`config.mk`:
```
export PLATFORM = sky130hd
export DESIGN_NAME = branch_ctrl
export DESIGN_NICKNAME = d
export VERILOG_FILES = /design/src/rtl/branch_ctrl_pkg.sv /design/src/rtl/branch_ctrl_ras_stack.sv /design/src/rtl/branch_ctrl.sv
export SDC_FILE = /design/constraint.sdc
export NUM_CORES = 1
export LEC_CHECK = 0
export CORE_ASPECT_RATIO = 0.9
export CORE_UTILIZATION = 55
export CTS_CLUSTER_SIZE = 25
export DETAILED_ROUTE_END_ITERATION = 12
export PLACE_DENSITY_LB_ADDON = 0.2
export SLEW_MARGIN = 5
export SYNTH_ARGS = -nofsm -noshare
export SYNTH_HDL_FRONTEND = slang
export SYNTH_SLANG_ARGS = --single-unit
```
`constraint.sdc`:
```
create_clock -name clk -period 4.4 [get_ports clk]
set_input_delay 0.66 -clock clk [delete_from_list [all_inputs] [get_ports clk]]
set_output_delay 0.66 -clock clk [all_outputs]
set_load 0.05 [all_outputs]
```
`src/rtl/branch_ctrl_pkg.sv`:
```
// Shared definitions for the branch controller: address width, branch op codes
// and the squash FSM state encoding.
package branch_ctrl_pkg;

    localparam int ADDR_W = 16;

    typedef enum logic [2:0] {
        OP_JMP  = 3'd0,
        OP_BEQ  = 3'd1,
        OP_BNE  = 3'd2,
        OP_BLT  = 3'd3,
        OP_BGE  = 3'd4,
        OP_CALL = 3'd5,
        OP_RET  = 3'd6,
        OP_RSVD = 3'd7
    } br_op_e;

    typedef enum logic {
        ST_IDLE   = 1'b0,
        ST_SQUASH = 1'b1
    } squash_state_e;

endpackage

```
`src/rtl/branch_ctrl_ras_stack.sv`:
```
// Circular return-address stack: a push onto a full stack overwrites the oldest
// entry and the count saturates; a pop of an empty stack is ignored.
module ras_stack
    import branch_ctrl_pkg::*;
#(
    parameter int RAS_DEPTH = 4
) (
    input  logic              clk,
    input  logic              reset,
    input  logic              push_i,
    input  logic              pop_i,
    input  logic [ADDR_W-1:0] push_data_i,
    output logic [ADDR_W-1:0] pop_data_o,
    output logic              empty_o,
    output logic              full_o
);

    localparam int PTR_W = $clog2(RAS_DEPTH);

    logic [ADDR_W-1:0] mem [RAS_DEPTH];
    logic [PTR_W-1:0]  ptr_q;
    logic [PTR_W:0]    count_q;
    logic [PTR_W-1:0]  top_idx;

    // ptr_q names the next free slot, so the newest entry sits one below it.
    assign top_idx    = ptr_q - PTR_W'(1);
    assign pop_data_o = mem[top_idx];
    assign empty_o    = (count_q == '0);
    assign full_o     = (count_q == (PTR_W+1)'(RAS_DEPTH));

    always_ff @(posedge clk) begin
        if (push_i && !reset) begin
            mem[ptr_q] <= push_data_i;
        end
    end

    always_ff @(posedge clk) begin
        if (reset) begin
            ptr_q   <= '0;
            count_q <= '0;
        end else if (push_i) begin
            ptr_q <= ptr_q + PTR_W'(1);
            if (!full_o) begin
                count_q <= count_q + (PTR_W+1)'(1);
            end
        end else if (pop_i && !empty_o) begin
            ptr_q   <= top_idx;
            count_q <= count_q - (PTR_W+1)'(1);
        end
    end

endmodule

```
`src/rtl/branch_ctrl.sv`:
```
// Resolves control-flow ops, emits a registered one-cycle redirect and squashes
// the SHADOW instructions that follow every taken redirect.
module branch_ctrl
    import branch_ctrl_pkg::*;
#(
    parameter int RAS_DEPTH = 4,
    parameter int SHADOW    = 2
) (
    input  logic              clk,
    input  logic              reset,
    input  logic              br_valid,
    input  logic [2:0]        br_op,
    input  logic [ADDR_W-1:0] br_pc,
    input  logic [ADDR_W-1:0] br_target,
    input  logic [ADDR_W-1:0] cmp_a,
    input  logic [ADDR_W-1:0] cmp_b,
    output logic              branch_taken,
    output logic [ADDR_W-1:0] w_instruction_address,
    output logic              squash,
    output logic              ras_err
);

    localparam int CNT_W = (SHADOW < 2) ? 1 : $clog2(SHADOW + 1);

    br_op_e            op;
    logic              accept;
    logic              taken;
    logic [ADDR_W-1:0] target;
    logic              ras_push;
    logic              ras_pop;
    logic [ADDR_W-1:0] ras_top;
    logic              ras_empty;
    logic              ras_full;

    squash_state_e     state_q, state_d;
    logic [CNT_W-1:0]  cnt_q, cnt_d;
    logic              branch_taken_q;
    logic [ADDR_W-1:0] addr_q;
    logic              ras_err_q;

    assign op       = br_op_e'(br_op);
    assign accept   = br_valid && !squash;
    assign ras_push = accept && (op == OP_CALL);
    assign ras_pop  = accept && (op == OP_RET) && !ras_empty;

    ras_stack #(.RAS_DEPTH(RAS_DEPTH)) u_ras_stack (
        .clk         (clk),
        .reset       (reset),
        .push_i      (ras_push),
        .pop_i       (ras_pop),
        .push_data_i (br_pc + ADDR_W'(1)),
        .pop_data_o  (ras_top),
        .empty_o     (ras_empty),
        .full_o      (ras_full)
    );

    always_comb begin
        taken  = 1'b0;
        target = br_target;
        case (op)
            OP_JMP, OP_CALL: taken = 1'b1;
            OP_BEQ:          taken = (cmp_a == cmp_b);
            OP_BNE:          taken = (cmp_a != cmp_b);
            OP_BLT:          taken = ($signed(cmp_a) <  $signed(cmp_b));
            OP_BGE:          taken = ($signed(cmp_a) >= $signed(cmp_b));
            OP_RET: begin
                taken  = 1'b1;
                target = ras_empty ? '0 : ras_top;
            end
            default:         taken = 1'b0;
        endcase
    end

    always_ff @(posedge clk) begin
        if (reset) begin
            branch_taken_q <= 1'b0;
            addr_q         <= '0;
            ras_err_q      <= 1'b0;
        end else begin
            branch_taken_q <= accept && taken;
            if (accept && taken) begin
                addr_q <= target;
            end
            if (accept && (op == OP_RET) && ras_empty) begin
                ras_err_q <= 1'b1;
            end
        end
    end

    // Squash FSM: state register.
    always_ff @(posedge clk) begin
        if (reset) begin
            state_q <= ST_IDLE;
            cnt_q   <= '0;
        end else begin
            state_q <= state_d;
            cnt_q   <= cnt_d;
        end
    end

    // Squash FSM: next state; the counter holds the squash cycles still to run.
    always_comb begin
        state_d = state_q;
        cnt_d   = cnt_q;
        case (state_q)
            ST_IDLE: begin
                if (accept && taken && (SHADOW > 0)) begin
                    state_d = ST_SQUASH;
                    cnt_d   = CNT_W'(SHADOW);
                end
            end
            ST_SQUASH: begin
                cnt_d = cnt_q - CNT_W'(1);
                if (cnt_q == CNT_W'(1)) begin
                    state_d = ST_IDLE;
                end
            end
            default: state_d = ST_IDLE;
        endcase
    end

    // Squash FSM: outputs.
    always_comb begin
        squash = (state_q == ST_SQUASH);
    end

    assign branch_taken          = branch_taken_q;
    assign w_instruction_address = addr_q;
    assign ras_err               = ras_err_q;

endmodule

```
==> results <==
- The total count of max-transition violations in the final report came to 0.
- After layout, the worst setup slack is 1010 ps.
- The post-cts hold buffer count is 0.
- The net count of the finished layout is 511.
- The final worst clock skew is 8.03 ps.
- The first global-routing pass estimated 13600 um of wire.
- The highest metal layer used by the detailed router is met4.
- The die boundary width is ~96 um.
- The number of levels in the clock H-tree is 3.
- The endpoint required time on the critical path is 4660 ps.
- At the pin with the least slew margin, the transition time is between 900 and 1000 ps.
- The average instance in the mapped netlist occupies 13.1 sq um.
- After synthesis, the share of flip-flops with an asynchronous set or reset is 0%.
- TritonCTS built the clock tree.
- The layout overhead on the synthesized area is 25.5%.
- The run finished with clean final reports.
- The finished layout cell area is 0.00546 sq mm.
- The chip height is 86.3 um.
- The element type at the critical path start is a primary input.
- The number of global-route vias before repair came to 2775.
- IR analysis of the VDD net gives a maximum drop of 0.000205 V.
- The total negative slack for setup checks is 0 ps.
- The placed instance count is 503.
- Once the clock tree was built, the resizer swapped 0 gates to a different size.
- The global placement routability congestion is roughly 0.77.
- The gate count of the mapped netlist is 332.
- Based on the critical path, the design can be clocked at up to 0.295 GHz.
- In this run the power density over the cells is 328 mW/mm^2.
- The critical path starts at cmp_b[15].
- Leaving out filler cells and counting taps, the final layout contains around 520.
- In this run the count of I/O pins placed on the die edge is 89.
- Entering global routing, the biggest net connects 34 pins.
- Wire segments on met2 add up to 4080 um in the final route.
- The final-report hold violation count came to 0.
- Data arrives at the worst endpoint at 3650 ps.
- The post-route netlist has 9.46% of its cells at a drive strength greater than 1.
- The DRC violation count after routing is 0.
- The type of the setup path with the least slack is in2reg.
- After detailed routing, the number of vias per cell comes to about 5.7.
- The post-synthesis sequential area ratio is between 50% and 60%.
- The worst setup path is captured at a flip-flop.
- Summing all placed instances gives a cell area of about 0.0053 sq mm.
- The initial antenna violation count came to 0.
- The worst hold path depth is 2.
- The clock root buffer master is sky130_fd_sc_hd__clkbuf_8.
- The number of antenna diodes in the final layout is 0.
- For this configuration, the core starts out at a cell density of around 57%.
- The die area is 0.00826 sq mm.
- The clock-pin slew on the worst setup and hold paths is about 90 ps.
- The capturing element of the worst setup path is w_instruction_address[7].
- The endpoint identified for the worst register-to-register timing path is u_ras_stack.mem[0][10].
- The number of nets handed over by synthesis was 425.
- The number of standard-cell rows in the floorplan is 30.
- The violation count after the first detailed-routing iteration is 237.
- The wire length on met3 is 557 um.
- The count of flip-flops with a built-in enable after synthesis is 64.
- The layout has 540 filler cells.
- Across the run, the number of max-cap violations was 0.
- The synthesized design contains 90 register bits.
- The CTS sink count is 90.
- The total half-perimeter wirelength after legalization and detailed placement is 6450 um.
- The slack of the worst reg-to-reg path is 2140 ps.
- Leaving out fill and tap cells, the most frequent cell in the layout is sky130_fd_sc_hd__clkdlybuf4s50_1.
- In this run, distinct cell masters in the synthesized netlist total 44.
- The setup fix buffers added after clock tree synthesis is 0.
- Setup repair after global routing left no endpoint under its margin.
- The start of the worst register-to-register path is squash.
- In this run the cell area of the synthesized design comes to 0.00435 sq mm.
- For this block, wires on met1 add up to between 3000 and 4000 um.
- The core box area is 0.00758 sq mm.
- For this run, the leading register cell type out of synthesis is sky130_fd_sc_hd__edfxtp_1.
- Leaving out fill and tap cells, the most frequent cells in the layout are sky130_fd_sc_hd__clkdlybuf4s50_1 (88), sky130_fd_sc_hd__edfxtp_1 (64), sky130_fd_sc_hd__a21oi_1 (28).
- The setup slack after placement is ~670 ps.
- The overall overflow remaining after global route is 0.
- The count of synthesis-stage warnings from yosys is 0.
- The overall via count from detail_route is 2971.
- Of the available clock period, the critical path in the final layout requires 77.0%.
- Counting cells, the worst reg-to-reg path comes to 4.
- The smallest clock period supported by the final layout is computed as 3390 ps.
- The maximum fanout along the worst path is 21.
- The count of nets left with antenna violations once routing finished came out at 0.
- The worst hold path belongs to the class reg2reg.
- The number of buffers between clock root and the deepest sink is 2.
- The count of buffers from port buffering is slightly below 90.
- The number of clock buffers added by TritonCTS is 9.
- The final setup violation count is 0.
- The overall global routing resource usage is between 20% and 30%.
- Headroom to the max-slew limit came out at 34.6%.
- Summed over all layers, the routed wires come to 8730 um.
- The leakage power summed over all cells is between 0.0015 and 0.002 uW.
- The pre-antenna-repair detailed-routing pass consisted of 4 iterations.
- Dividing the detail-routed wire length by the instance count gives approximately 17 um.
- Clock latency on the worst-skew pair, taken at its later pin, is approximately 360 ps.
-- area by class of cell --
cell class	instances	area (sq um)	share of cell area (%)
clock buffers	9	124	2.27
clock inverters	7	61.3	1.12
inverters	23	86.3	1.58
multi-input cells	203	1720	31.5
flip-flops and latches	90	2440	44.8
well taps	96	120	2.20
repair buffers	91	903	16.6
-- flip-flops by register name (all words and copies together) (netlist names) --
| name | flops |
|---|---|
| u_ras_stack.mem | 64 |
| w_instruction_address | 16 |
| branch_taken | 1 |
| squash | 1 |
| cnt_q | 2 |
| ras_err | 1 |
| u_ras_stack.count_q | 3 |
| u_ras_stack.ptr_q | 2 |
-- worst min path at each step --
stage,startpoint,endpoint,slack (ps)
after floorplan,u_ras_stack.count_q[1],u_ras_stack.count_q[1],490
after global placement,ras_err,ras_err,450
after detailed placement,ras_err,ras_err,470
after CTS,ras_err,ras_err,490
after global routing,ras_err,ras_err,500
final,ras_err,ras_err,480
-- worst max-delay path, cell delays in order --
cell                              delay, ps
sky130_fd_sc_hd__clkdlybuf4s50_1        450
sky130_fd_sc_hd__inv_1                   40
sky130_fd_sc_hd__ha_1                   340
sky130_fd_sc_hd__nand4_2                180
sky130_fd_sc_hd__a2111o_1               460
sky130_fd_sc_hd__a311oi_1               280
sky130_fd_sc_hd__a211o_1                550
sky130_fd_sc_hd__buf_4                  290
sky130_fd_sc_hd__a21oi_1                 90
sky130_fd_sc_hd__a311oi_1               290
-- cells by family after synthesis --
logic type,count (synthesis),synth area share (%)
muxes,17,8.52
DFF,90,56.2
and+or+nand+nor,72,8.81
buffers and inverters,39,4.26
xor gates and xnor gates,18,3.63
adders and majority gates,23,6.79
AOI/OAI and AO/OA,73,11.8
-- per-layer routing --
layer	global-route usage [%]	vias to the layer above
li1	-	1452
met1	31.1	1420
met2	35.2	90
met3	5.26	9
met4	7.60	0
met5	0	-
-- cells in the mapped netlist (3+ instances only) --
| library cell | instances | area, sq um |
|---|---|---|
| sky130_fd_sc_hd__a21oi_1 | 28 | 140 |
| sky130_fd_sc_hd__a22oi_1 | 16 | 120 |
| sky130_fd_sc_hd__a311oi_1 | 17 | 149 |
| sky130_fd_sc_hd__and2_1 | 5 | 31.3 |
| sky130_fd_sc_hd__and3_1 | 3 | 18.8 |
| sky130_fd_sc_hd__buf_2 | 4 | 20.0 |
| sky130_fd_sc_hd__buf_6 | 4 | 45.0 |
| sky130_fd_sc_hd__clkbuf_1 | 6 | 22.5 |
| sky130_fd_sc_hd__dfxtp_1 | 26 | 521 |
| sky130_fd_sc_hd__edfxtp_1 | 64 | 1920 |
| sky130_fd_sc_hd__ha_1 | 22 | 275 |
| sky130_fd_sc_hd__inv_1 | 23 | 86.3 |
| sky130_fd_sc_hd__mux4_2 | 16 | 360 |
| sky130_fd_sc_hd__nand2_1 | 14 | 52.6 |
| sky130_fd_sc_hd__nand2b_1 | 5 | 31.3 |
| sky130_fd_sc_hd__nand3_1 | 5 | 25.0 |
| sky130_fd_sc_hd__nand4_1 | 8 | 50.1 |
| sky130_fd_sc_hd__nor2_1 | 17 | 63.8 |
| sky130_fd_sc_hd__nor2b_1 | 4 | 25.0 |
| sky130_fd_sc_hd__nor3b_1 | 3 | 22.5 |
| sky130_fd_sc_hd__o21ai_0 | 3 | 15.0 |
| sky130_fd_sc_hd__xnor2_1 | 11 | 96.3 |
| sky130_fd_sc_hd__xor2_1 | 7 | 61.3 |
-- metrics by stage --
| step | power (uW) | hold WS [ps] | util, % |
|---|---|---|---|
| 2_1_floorplan | 1160 | 494 | - |
| 3_3_place_gp | 1280 | 454 | 69.5 |
| 3_5_place_dp | 1290 | 465 | 69.5 |
| 4_1_cts | 1800 | 486 | 72.0 |
| 5_1_grt | 1870 | 505 | 72.0 |
| 6_report | 1790 | 480 | 72.0 |
-- power breakdown --
part,internal (uW),switching [uW]
Sequential,931,14.0
Clock,217,306
Combinational,150,174
No activity file was read; power rests on OpenSTA's default activity.
